==> src/rtl/audio_capture_ctrl.sv <==
// -----------------------------------------------------------------------------
// audio_capture_ctrl
//
// Purpose:
//   Sequences one capture of the filtered microphone stream into a sample
//   buffer. After start_in it drops WARMUP_SAMPLES valid samples while the
//   microphone settles. It then arms a level trigger on |sample| >=
//   threshold_in. Finally it writes CAPTURE_LEN samples, starting with the
//   trigger sample, to the buffer write port and pulses done_out.
//
// Optional feature (macro AUDIO_CAPTURE_PEAK_EN):
//   When the macro is defined, the block adds peak_out. This is the running
//   maximum |sample| over the samples written in the current capture.
//
// Ports:
//   clk_in          system clock
//   rst_in_n        asynchronous active-low reset
//   start_in        single-cycle capture request (ignored while busy)
//   abort_in        cancel; beats every other event in the same cycle
//   threshold_in    unsigned trigger level compared against |sample|
//   audio_data_in   signed 16-bit sample
//   audio_valid_in  sample strobe
//   wr_en_out       buffer write enable (registered)
//   wr_addr_out     buffer write address (holds while wr_en_out is low)
//   wr_data_out     buffer write data    (holds while wr_en_out is low)
//   busy_out        high in every state except IDLE
//   done_out        one-cycle pulse while state_out is DONE
//   state_out       0 IDLE, 1 WARMUP, 2 ARMED, 3 CAPTURE, 4 DONE
//   peak_out        (AUDIO_CAPTURE_PEAK_EN only) peak |sample| of the capture
// -----------------------------------------------------------------------------
module audio_capture_ctrl #(
  parameter int WARMUP_SAMPLES = 4096,
  parameter int CAPTURE_LEN    = 1024,
  parameter int ADDR_W         = 10
) (
  input  logic              clk_in,
  input  logic              rst_in_n,
  input  logic              start_in,
  input  logic              abort_in,
  input  logic [15:0]       threshold_in,
  input  logic [15:0]       audio_data_in,
  input  logic              audio_valid_in,
  output logic              wr_en_out,
  output logic [ADDR_W-1:0] wr_addr_out,
  output logic [15:0]       wr_data_out,
  output logic              busy_out,
  output logic              done_out,
`ifdef AUDIO_CAPTURE_PEAK_EN
  output logic [2:0]        state_out,
  output logic [15:0]       peak_out
`else
  output logic [2:0]        state_out
`endif
);

  typedef enum logic [2:0] {
    ST_IDLE    = 3'd0,
    ST_WARMUP  = 3'd1,
    ST_ARMED   = 3'd2,
    ST_CAPTURE = 3'd3,
    ST_DONE    = 3'd4
  } state_t;

  localparam int                CNT_W       = $clog2(WARMUP_SAMPLES + 1);
  localparam logic [CNT_W-1:0]  WARMUP_LAST = CNT_W'(WARMUP_SAMPLES);
  localparam logic [ADDR_W-1:0] ADDR_LAST   = ADDR_W'(CAPTURE_LEN - 1);

  state_t            state_q;
  logic [CNT_W-1:0]  cnt_q;
  logic              wr_en_q;
  logic [ADDR_W-1:0] wr_addr_q;
  logic [15:0]       wr_data_q;
  logic              busy_q;
  logic              done_q;

  logic [15:0]       mag_d;
  logic [CNT_W-1:0]  cnt_d;
  logic              trigger_d;
  logic              final_wr_d;
  logic              first_wr_d;
  logic              next_wr_d;

  // |x| saturates so that -32768 maps to 32767. As a result, a threshold
  // above 32767 can never fire.
  always_comb begin
    mag_d = audio_data_in;
    if (audio_data_in[15]) begin
      mag_d = (audio_data_in == 16'h8000) ? 16'h7FFF : (~audio_data_in + 16'd1);
    end
  end

  assign cnt_d     = cnt_q + 1'b1;
  assign trigger_d = (mag_d >= threshold_in);

  // The last write is on the output this cycle, so CAPTURE leaves for DONE
  // at the next edge. This makes done_out follow the final wr_en_out by one
  // cycle. Any sample that arrives in this cycle is dropped.
  assign final_wr_d = wr_en_q && (wr_addr_q == ADDR_LAST);

  assign first_wr_d = !abort_in && (state_q == ST_ARMED) && audio_valid_in && trigger_d;
  assign next_wr_d  = !abort_in && (state_q == ST_CAPTURE) && !final_wr_d && audio_valid_in;

  always_ff @(posedge clk_in or negedge rst_in_n) begin
    if (!rst_in_n) begin
      state_q   <= ST_IDLE;
      cnt_q     <= '0;
      wr_en_q   <= 1'b0;
      wr_addr_q <= '0;
      wr_data_q <= '0;
      busy_q    <= 1'b0;
      done_q    <= 1'b0;
    end else begin
      wr_en_q <= 1'b0;
      done_q  <= 1'b0;
      if (abort_in) begin
        state_q <= ST_IDLE;
        busy_q  <= 1'b0;
      end else begin
        case (state_q)
          ST_IDLE: begin
            if (start_in) begin
              state_q <= ST_WARMUP;
              cnt_q   <= '0;
              busy_q  <= 1'b1;
            end
          end
          ST_WARMUP: begin
            if (audio_valid_in) begin
              cnt_q <= cnt_d;
              if (cnt_d == WARMUP_LAST) begin
                state_q <= ST_ARMED;
              end
            end
          end
          ST_ARMED: begin
            if (first_wr_d) begin
              state_q   <= ST_CAPTURE;
              wr_en_q   <= 1'b1;
              wr_addr_q <= '0;
              wr_data_q <= audio_data_in;
            end
          end
          ST_CAPTURE: begin
            if (final_wr_d) begin
              state_q <= ST_DONE;
              done_q  <= 1'b1;
            end else if (next_wr_d) begin
              wr_en_q   <= 1'b1;
              wr_addr_q <= wr_addr_q + 1'b1;
              wr_data_q <= audio_data_in;
            end
          end
          ST_DONE: begin
            state_q <= ST_IDLE;
            busy_q  <= 1'b0;
          end
          default: begin
            state_q <= ST_IDLE;
            busy_q  <= 1'b0;
          end
        endcase
      end
    end
  end

`ifdef AUDIO_CAPTURE_PEAK_EN
  logic [15:0] peak_q;

  // The peak register is written on the same edge as the buffer write, so
  // it moves in step with wr_en_out. It is cleared only when a start is
  // accepted. This keeps the result readable after DONE.
  always_ff @(posedge clk_in or negedge rst_in_n) begin
    if (!rst_in_n) begin
      peak_q <= '0;
    end else if (!abort_in && (state_q == ST_IDLE) && start_in) begin
      peak_q <= '0;
    end else if (first_wr_d) begin
      peak_q <= mag_d;
    end else if (next_wr_d && (mag_d > peak_q)) begin
      peak_q <= mag_d;
    end
  end

  assign peak_out = peak_q;
`else
  // Without the peak option there is no peak register and no peak port.
`endif

  assign wr_en_out   = wr_en_q;
  assign wr_addr_out = wr_addr_q;
  assign wr_data_out = wr_data_q;
  assign busy_out    = busy_q;
  assign done_out    = done_q;
  assign state_out   = state_q;

endmodule

==> config.mk <==
export PLATFORM = sky130hd
export DESIGN_NAME = audio_capture_ctrl
export DESIGN_NICKNAME = d
export VERILOG_FILES = /design/src/rtl/audio_capture_ctrl.sv
export SDC_FILE = /design/constraint.sdc
export NUM_CORES = 1
export LEC_CHECK = 0
export ABC_CLOCK_PERIOD_IN_PS = 2500
export CELL_PAD_IN_SITES_DETAIL_PLACEMENT = 1
export CELL_PAD_IN_SITES_GLOBAL_PLACEMENT = 1
export CORE_ASPECT_RATIO = 0.7
export CORE_MARGIN = 8
export CORE_UTILIZATION = 39
export DETAILED_ROUTE_END_ITERATION = 10
export PLACE_DENSITY_LB_ADDON = 0.1
export SLEW_MARGIN = 20
export SYNTH_ARGS = -nofsm -noshare
export SYNTH_HDL_FRONTEND = slang
export SYNTH_SLANG_ARGS = --single-unit
==> constraint.sdc <==
create_clock -name clk_in -period 2.5 [get_ports clk_in]
set_clock_uncertainty 0.05 [all_clocks]
set_input_delay 0.5 -clock clk_in [delete_from_list [all_inputs] [get_ports clk_in]]
set_output_delay 0.5 -clock clk_in [all_outputs]
set_load 0.03 [all_outputs]
==> results by group <==
STA
  – Fmax: slightly below 300 MHz
  – Slew headroom: 0.574
  – Max Slew Vio Count: 0
  – Tmin final: 3.39 ns
  – RSZ-0062 raised after global routing: yes
  – Tcrit/Tclk final: 1.36
  – Slew @ Worst Pin: roughly 0.64 ns
  – Final setup TNS: -22.30 ns
  – Final worst setup slack: -0.895 ns
  – Final number of hold-violating endpoints: 0
  – Final Setup Violations: 28

Cells and area
  – Layout cell share with drive strength beyond 1: 0.255
  – Nets: ~600
  – Design area: around 5200 um2
  – N_diodes: 0
  – Area Growth Syn to Fin: 43.7%

Critical path
  – Critical Path Sink Type: flip-flop
  – Crit Path Class: in2reg
  – CP Cell Sequence: buf_8 -> or3_4 -> nor4_4 -> or4b_1 -> a21oi_1 -> a31oi_1 -> ha_2 -> o2111ai_4 -> a311oi_4 -> buf_4 -> buf_6 -> a21boi_4 -> buf_12 -> o311ai_4
  – CP arrival: approximately 3.5 ns
  – Worst-path fanout max: 5
  – Critical Path Start Type: input pin
  – Slowest CP cell: or4b_1
  – Critical Path RT: 2.61 ns
  – CP peak stage delay: ~0.47 ns

Logic synthesis
  – Post-Syn Area per Cell: approximately 8.5 um2
  – Yosys reg bits: 45
  – Share of flip-flops with an asynchronous set or reset: 1.00
  – Main synth FF type: dfrtp_1
  – Cell count after synthesis: roughly 420
  – Mapped Nets: 480
  – Synth warn: 0
  – Library cells used by synthesis: slightly above 70
  – Sequential share of the synthesized area: 0.313
  – Cell Area, Synth: approximately 3600 um2
  – Number of synthesized flops with an enable pin: 0

Outcome
  – Status: complete, but fails checks
  – Failing checks: setup timing

Routing
  – Total Wirelength: roughly 14 mm
  – Routed via count: approximately 3900
  – First-pass detailed-route iteration total: 4
  – DRC violations left: 0
  – DRT iter0 DRCs: 309
  – DR vias/cell: ~5.9
  – DR WL/cell: ~21 um
  – Post-route ant nets: 0

Die
  – Die Span X: roughly 130 um
  – Core area: about 9000 um2
  – I/O pins: a little under 70
  – # rows: 29
  – Die Span Y: 96.3 um
  – Initial Util: 0.399
  – Die ar.: 12600 um2

Global routing
  – Gr usage total: 0.216
  – Vias in the first global route: between 4000 and 5000
  – First-pass GRT wire length: 21.5 mm
  – Largest net degree at the start of global routing: between 40 and 50
  – GRT overflow: 0
  – Antenna violations before repair: 0

Clocking
  – Clock Pin Slew Worst Setup and Hold Paths: around 0.060 ns
  – Post-cts hold buffer count: 0
  – Cts bufs inserted: 5
  – Clock Sinks: 45
  – Maximum clock path buffer count: 2
  – Worst-Skew Late Latency: 0.28 ns
  – Root Buffer: clkbuf_16
  – H-tree depth: 2
  – CTS tree: done

Min path
  – Hold crit path type: in2async

Pwr
  – PD cells: roughly 400 nW/um2
  – Total power: a little over 2 mW
  – Leak: about 2.2 nW
  – Max VDD drop: between 0.0002 and 0.0003 V

Place
  – Detailed placer's ending HPWL: approximately 10 mm
  – RePlAce Congestion: 0.861
  – IO Port Bufs: between 60 and 70
  – Placement Cell Area: ~4700 um2

Run
  – Maxcap violations: 0
==> worst max-delay path: cells and delay by family <==
kind | cells | cell delay, ns
adder cells (fa/ha/maj) | 1 | 0.36
AND/OR/NAND/NOR | 3 | 1.15
AO/OA/AOI/OAI | 6 | 0.96
buffers and inverters | 4 | 0.54
==> power by group <==
| part | internal (mW) | total [mW] | switching [mW] |
|---|---|---|---|
| Clock | 0.393 | 0.670 | 0.276 |
| Combinational | 0.273 | 0.611 | 0.338 |
| Sequential | 0.748 | 0.786 | 0.0379 |
| Total | 1.41 | 2.07 | 0.653 |
==> through the flow <==
step / utilization / hold WS, ns / worst slack, ns / std cells
global placement: 0.523 / 0.431 / -1.42 / 639
CTS: 0.555 / 0.285 / -0.876 / 652
detailed placement: 0.523 / 0.435 / -1.48 / 639
floorplan: - / 0.154 / -0.838 / 424
global route: 0.574 / 0.304 / -0.969 / 658
finish: 0.574 / 0.260 / -0.895 / 658
==> cell families after synthesis <==
logic type / count (synthesis) / share of synthesized area
AO/OA/AOI/OAI: 126 / 0.246
XOR/XNOR: 10 / 0.0244
adder cells (fa/ha/maj): 19 / 0.0662
buffers and inverters: 52 / 0.0700
flip-flops: 45 / 0.313
multiplexers: 3 / 0.00836
AND/OR/NAND/NOR: 169 / 0.272
==> layout by cell type (no fill, tap or decap), drive strengths merged, types with 8 or more instances in the layout <==
cell	instances
inv	25
clkdlybuf4s50	56
buf	70
nand3	30
o21ai	30
clkbuf	8
ha	19
a21oi	20
nand2	37
o211ai	17
nor3	9
a22oi	16
nand4	21
o31ai	12
and3	13
nor2	24
dfrtp	45
==> synth_stat cells (9+ instances only) <==
master,count,area share
a22oi_1,16,0.033
a21oi_1,19,0.026
nor3_1,9,0.013
o21ai_0,30,0.042
o211ai_1,17,0.036
and3_1,11,0.019
nand3_1,29,0.040
nor2_1,23,0.024
ha_1,19,0.066
clkbuf_1,9,0.0094
inv_1,25,0.026
o31ai_1,12,0.025
buf_2,9,0.013
dfrtp_1,45,0.31
nand2_1,36,0.038
nand4_1,21,0.037
==> routing by layer <==
layer	track usage	vias to the layer above	wire, um
met5	0	-	0
met4	0.0371	0	125
met3	0.0454	15	832
li1	-	1825	-
met1	0.296	1965	6470
met2	0.348	110	6390
==> path summary, 6_finish.rpt <==
| path | startpoint | cells after the start | end | slack, ns |
|---|---|---|---|---|
| worst max-delay path | audio_data_in[3] | 14 | wr_addr_out[3] | -0.89 |
| min in group clk_in | busy_out | 1 | busy_out | 0.44 |
| worst min register to register | busy_out | 1 | busy_out | 0.44 |
| worst min-delay path | rst_in_n | 2 | cnt_q[1] | 0.26 |
| worst max register to register | wr_addr_out[0] | 7 | wr_data_out[7] | 0.27 |
| max in group asynchronous | rst_in_n | 2 | wr_addr_out[3] | 1.70 |
==> what timing repair did <==
item,4_1_cts,5_1_grt
resized for setup,66,29
buffers inserted,5,6
pin swaps,22,34
gates cloned,1,1
endpoints found under the setup margin,28,28
==> final cells by class <==
cell class              instances  area, um2
well taps                     124        155
clock buffers                   7        143
inverters                      25       93.8
multi-input cells             327       2440
fillers                      1058       3830
repair buffers                130       1210
flip-flops and latches         45       1130
==> registers in the layout, indices dropped and copies added (netlist names) <==
signal	count
wr_data_out	16
busy_out	1
state_out	3
cnt_q	13
done_out	1
wr_addr_out	10
wr_en_out	1
Power figures use the tool's default switching activity.
